--- config.mk ---
export PLATFORM = sky130hd
export DESIGN_NAME = serial_add_sub
export DESIGN_NICKNAME = d
export VERILOG_FILES = /design/src/rtl/serial_add_sub.sv
export SDC_FILE = /design/constraint.sdc
export NUM_CORES = 1
export LEC_CHECK = 0
export CAP_MARGIN = 40
export CORE_UTILIZATION = 60
export CTS_BUF_LIST = sky130_fd_sc_hd__clkbuf_2 sky130_fd_sc_hd__clkbuf_4 sky130_fd_sc_hd__clkbuf_8
export CTS_CLUSTER_DIAMETER = 30
export DETAILED_ROUTE_END_ITERATION = 12
export PLACE_DENSITY = 0.95
export RECOVER_POWER = 25
export REMOVE_ABC_BUFFERS = 1
export SLEW_MARGIN = 20
export SYNTH_ARGS = -nofsm -noshare
export SYNTH_HDL_FRONTEND = slang
export SYNTH_SLANG_ARGS = --single-unit
--- constraint.sdc ---
create_clock -name clk -period 10.1 [get_ports clk]
set_input_delay 2.02 -clock clk [delete_from_list [all_inputs] [get_ports clk]]
set_output_delay 2.02 -clock clk [all_outputs]
set_load 0.02 [all_outputs]
--- src/rtl/serial_add_sub.sv ---
// Bit-serial add/subtract unit. One operand bit pair per clock goes through a
// single 1-bit full adder with a registered carry; the WIDTH-bit result and
// its flags are assembled LSB first and published on the RUN->DONE edge.
//
// Handshake: start is sampled only while idle (busy=0); an accepted request
// raises busy until the cycle after the one-cycle done pulse. start seen while
// busy is dropped, never queued. sum/cout/ovf/zero are valid from the done
// cycle and hold until the next done.

// 1-bit full adder used as the serial datapath's only arithmetic element.
module serial_add_sub_fa (
    input  logic a,
    input  logic b,
    input  logic cin,
    output logic s,
    output logic cout
);
    assign s    = a ^ b ^ cin;
    assign cout = (a & b) | (cin & (a ^ b));
endmodule

module serial_add_sub #(
    parameter int WIDTH = 32,
    parameter int CNT_W = 5
) (
    input  logic             clk,
    input  logic             rst,
    input  logic             start,
    input  logic             sub,
    input  logic [WIDTH-1:0] a,
    input  logic [WIDTH-1:0] b,
    output logic             busy,
    output logic             done,
    output logic [WIDTH-1:0] sum,
    output logic             cout,
    output logic             ovf,
    output logic             zero
);

    typedef enum logic [1:0] {
        S_IDLE = 2'd0,
        S_RUN  = 2'd1,
        S_DONE = 2'd2
    } state_t;

    state_t             state_q, state_d;
    logic [WIDTH-1:0]   a_sh_q, a_sh_d;
    logic [WIDTH-1:0]   b_sh_q, b_sh_d;
    logic [WIDTH-1:0]   r_sh_q, r_sh_d;
    logic               carry_q, carry_d;
    logic [CNT_W-1:0]   cnt_q, cnt_d;
    logic [WIDTH-1:0]   sum_q, sum_d;
    logic               cout_q, cout_d;
    logic               ovf_q, ovf_d;
    logic               zero_q, zero_d;

    logic               fa_sum;
    logic               fa_cout;
    logic [WIDTH-1:0]   r_next;
    logic               last_bit;

    // The adder always sees the current low bits; its outputs only matter in RUN.
    serial_add_sub_fa u_fa (
        .a    (a_sh_q[0]),
        .b    (b_sh_q[0]),
        .cin  (carry_q),
        .s    (fa_sum),
        .cout (fa_cout)
    );

    assign r_next   = {fa_sum, r_sh_q[WIDTH-1:1]};
    assign last_bit = (cnt_q == CNT_W'(WIDTH - 1));

    // Next-state and datapath updates; every register holds unless told otherwise.
    always_comb begin
        state_d = state_q;
        a_sh_d  = a_sh_q;
        b_sh_d  = b_sh_q;
        r_sh_d  = r_sh_q;
        carry_d = carry_q;
        cnt_d   = cnt_q;
        sum_d   = sum_q;
        cout_d  = cout_q;
        ovf_d   = ovf_q;
        zero_d  = zero_q;

        unique case (state_q)
            S_IDLE: begin
                if (start) begin
                    // Subtraction is A + ~B + 1: invert B and seed the carry with 1.
                    a_sh_d  = a;
                    b_sh_d  = sub ? ~b : b;
                    carry_d = sub;
                    cnt_d   = '0;
                    r_sh_d  = '0;
                    state_d = S_RUN;
                end
            end
            S_RUN: begin
                r_sh_d  = r_next;
                a_sh_d  = {1'b0, a_sh_q[WIDTH-1:1]};
                b_sh_d  = {1'b0, b_sh_q[WIDTH-1:1]};
                carry_d = fa_cout;
                cnt_d   = cnt_q + CNT_W'(1);
                if (last_bit) begin
                    // On the MSB, carry_q is the carry into the sign bit, so
                    // carry-in xor carry-out is the two's-complement overflow.
                    sum_d   = r_next;
                    cout_d  = fa_cout;
                    ovf_d   = carry_q ^ fa_cout;
                    zero_d  = (r_next == '0);
                    state_d = S_DONE;
                end
            end
            S_DONE: begin
                state_d = S_IDLE;
            end
            default: begin
                state_d = S_IDLE;
            end
        endcase
    end

    // State and datapath registers with asynchronous clear.
    always_ff @(posedge clk or posedge rst) begin
        if (rst) begin
            state_q <= S_IDLE;
            a_sh_q  <= '0;
            b_sh_q  <= '0;
            r_sh_q  <= '0;
            carry_q <= 1'b0;
            cnt_q   <= '0;
            sum_q   <= '0;
            cout_q  <= 1'b0;
            ovf_q   <= 1'b0;
            zero_q  <= 1'b0;
        end else begin
            state_q <= state_d;
            a_sh_q  <= a_sh_d;
            b_sh_q  <= b_sh_d;
            r_sh_q  <= r_sh_d;
            carry_q <= carry_d;
            cnt_q   <= cnt_d;
            sum_q   <= sum_d;
            cout_q  <= cout_d;
            ovf_q   <= ovf_d;
            zero_q  <= zero_d;
        end
    end

    // Handshake flags decode straight from the state register; results are registered.
    always_comb begin
        busy = (state_q != S_IDLE);
        done = (state_q == S_DONE);
        sum  = sum_q;
        cout = cout_q;
        ovf  = ovf_q;
        zero = zero_q;
    end

endmodule
==> run_results.csv <==
group,metric,value,unit
cells_and_area,utilization,0.760,
worst_setup_path,path_cells,"clkbuf_1 -> or2_2 -> clkdlybuf4s50_1",
worst_setup_path,cp_num_cells,3,
routing,drc,0,
clock_tree,cts_tree,"yes",
grt,grt_max_degree,75,
sta,worst-slew-pin-transition,2.80,ns
cells_and_area,nNetsFinal,737,
pwr,p_seq_frac,0.438,
worst_setup_path,cp_top_family,"buffers and inverters",
routing,first_iter_violations,401,
routing,ant_nets,0,
die,io_pins,105,
worst_setup_path,rr_startpoint,"state_q[0]$_DFFE_PP0P_",
place,dpl.hpwl,8920,um
grt,grt_pass1_wl,23900,um
yosys,synthCells,586,
yosys,synth_area,6550,um2
routing,num_vias,4977,
worst_setup_path,critPathKind,"flip-flop to output port",
sta,fin_crit_sh,0.572,
pwr,leakage,3.47,nW
cells_and_area,diodes,0,
pwr,power-per-cell-area,269,nW/um2
worst_setup_path,startpoint_type,"flip-flop",
pwr,swShare,0.354,
sta,slew-limit-headroom,-0.869,
worst_hold_path,hold_class,"flip-flop to flip-flop",
grt,grt.overflow.total,0,
pwr,intPower,1.38,mW
sta,setup-violations-final,0,
worst_setup_path,crit_fanout,74,
sta,setup_tns,0,ns
sta,finalHoldViolCount,0,
clock_tree,clock-sinks,138,
pwr,power_frac_clock,0.217,
worst_setup_path,path_buf_inv,2,
place,io_buffer_count,104,
worst_setup_path,r2r_end,"sum[25]$_DFFE_PP0P_",
sta,fmax,173,MHz
cells_and_area,drive_gt1_frac,0.102,
worst_hold_path,hold_end,"a_sh_q[30]$_DFFE_PP0P_",
worst_setup_path,max_stage_delay,1.96,ns
routing,finalWirelength,14400,um
routing,first_pass_iters,5,
yosys,yosysSeqAreaShare,0.527,
clock_tree,post-cts-setup-buffers,0,
die,start_util,0.626,
die,dieArea,11300,um2
flow_run,cap_violations,3,
die,rows,37,
worst_hold_path,hold_start,"a_sh_q[30]$_DFFE_PP0P_",
worst_setup_path,arrival,3.75,ns
die,core_area,10500,um2
worst_setup_path,reg2reg_depth,3,
routing,routedWlPerCell,17.7,um
pwr,p_switching,757,uW
cells_and_area,area_delta_synth_final,21.4,%
clock_tree,htree_num_levels,4,
die,die_w,106,um
yosys,ys_warn_count,0,
sta,whs,0.490,ns
clock_tree,ctsHoldBuffers,0,
clock_tree,ctsLongestPathBuffers,2,
clock_tree,clk_latency,0.44,ns
run_status,violations,"max-capacitance violations, max-slew violations",
yosys,avgSynthCellArea,11.2,um2
grt,grt_pass1_vias,4785,
run_status,outcome,"complete, but fails checks",
worst_setup_path,crit_path_start,"state_q[0]$_DFFE_PP0P_",
worst_setup_path,reg2reg_slack,4.98,ns
worst_setup_path,required,8.08,ns
pwr,ir_drop,0.000146,V
worst_setup_path,worst_path_max_delay_cell,"clkbuf_1",
clock_tree,cts_buffers,17,
cells_and_area,n_fill_cell,712,
sta,fin_crit,5.77,ns
sta,rsz0062_at_grt,"false",
clock_tree,cts.clk_slew.worst_paths,0.08,ns
yosys,ys_seq_elements,138,
pwr,total_power,2.14,mW
clock_tree,cts_resized,0,
routing,vias_per_cell,6.11,
sta,finClkSkew,0.0102,ns
sta,slew_violations,166,
die,die_h,106,um
worst_setup_path,end_kind,"output port",
grt,grt_use_total,0.270,
pwr,combPwrFrac,0.345,
yosys,ys_types,30,
worst_hold_path,hold_depth,2,
grt,antenna_found_initial,0,
place,routabilityCongestion,0.809,
clock_tree,root_buffer,"clkbuf_8",
[kinds of logic after synthesis]
family,Yosys count,synth area share
and+or+nand+nor,90,0.0856
adders and majority gates,3,0.00687
xor gates and xnor gates,33,0.0441
AOI/OAI and AO/OA,230,0.219
DFF,138,0.527
buffers and inverters,56,0.0468
muxes,36,0.0703
[layout by cell type (no fill, tap or decap), drive strengths merged, types with 2 or more instances in the layout]
master	count
xor2	32
clkinv	8
clkinvlp	2
nand2	7
clkbuf	18
a21oi	67
a22o	34
a22oi	61
o21ai	66
mux2	35
nor4	8
clkdlybuf4s50	101
inv	4
nand4	2
buf	11
dfrtp	138
ha	2
nor2b	66
bufinv	3
and3b	2
[synth_stat cells]
cell	n	share of area
a22oi_1	61	0.070
o21ai_1	24	0.018
dfrtp_1	138	0.53
nand3b_4	1	0.0031
or2_2	1	0.00096
clkbuf_1	14	0.0080
o21ai_0	42	0.032
xnor2_1	1	0.0013
and3b_1	2	0.0027
buf_2	26	0.020
and3_1	1	0.00096
nand4_1	2	0.0019
o21bai_1	1	0.0011
nor4_1	8	0.0076
fa_1	1	0.0031
a22o_1	34	0.045
a21oi_1	67	0.051
nand3_1	1	0.00076
buf_6	4	0.0069
inv_1	3	0.0017
mux2_4	15	0.034
buf_4	9	0.010
mux2_2	20	0.034
o31ai_1	1	0.0011
nor2b_1	66	0.063
ha_1	2	0.0038
nor2_1	1	0.00057
mux2i_1	1	0.0015
xor2_1	32	0.043
nand2_1	7	0.0040
[power groups by stage]
stage               Clock [mW]  Combinational, mW  Sequential (mW)
floorplan                    0              0.422            0.969
global placement             0              0.698            0.921
detailed placement           0              0.751            0.940
CTS                      0.468              0.758            0.935
global route             0.498              0.805            0.964
finish                   0.464              0.737            0.935
[worst register-to-register path, stage by stage, from the launching register on]
cell,delay (ns)
dfrtp_2,0.35
clkbuf_1,1.96
nand3b_1,1.84
mux2_1,0.84
[flip-flops by register name (all words and copies together), names as in the netlist, 2 cells and up]
register / count
state_q: 2
cnt_q: 5
sum: 32
r_sh_q: 31
b_sh_q: 32
a_sh_q: 32
[how the worst max path moves through the flow]
| stage | end | slack, ns |
|---|---|---|
| final | busy | 4.33 |
| after global routing | busy | 4.00 |
| after CTS | busy | 5.91 |
| after detailed placement | b_sh_q[14]$_DFFE_PP0P_ | 6.08 |
| after global placement | state_q[1]$_DFFE_PP0P_ | 6.11 |
| after floorplan | a_sh_q[0]$_DFFE_PP0P_ | 4.38 |
[layout make-up]
cell class | instances | area (um2) | area share
clock buffers | 17 | 234 | 0.0294
clock inverters | 14 | 174 | 0.0219
inverters | 3 | 12.5 | 0.00157
multi-input cells | 392 | 2740 | 0.345
flip-flops and latches | 138 | 3460 | 0.435
well taps | 136 | 170 | 0.0214
repair buffers | 114 | 1160 | 0.146
[per-stage QoR]
step / cells / instance area (um2) / setup slack [ns]
4_1_cts: 813 / 8000 / 5.91
3_3_place_gp: 780 / 7540 / 6.11
2_1_floorplan: 533 / 6260 / 4.38
5_1_grt: 814 / 7950 / 4.00
3_5_place_dp: 782 / 7590 / 6.08
6_report: 814 / 7950 / 4.33
[routing by layer]
| metal | vias to the layer above | wire length [um] | GRT usage |
|---|---|---|---|
| li1 | 2289 | - | - |
| met5 | - | 0 | 0 |
| met3 | 14 | 962 | 0.0625 |
| met4 | 0 | 139 | 0.0636 |
| met2 | 219 | 7240 | 0.446 |
| met1 | 2455 | 6060 | 0.366 |
No activity file was read; power rests on OpenSTA's default activity.
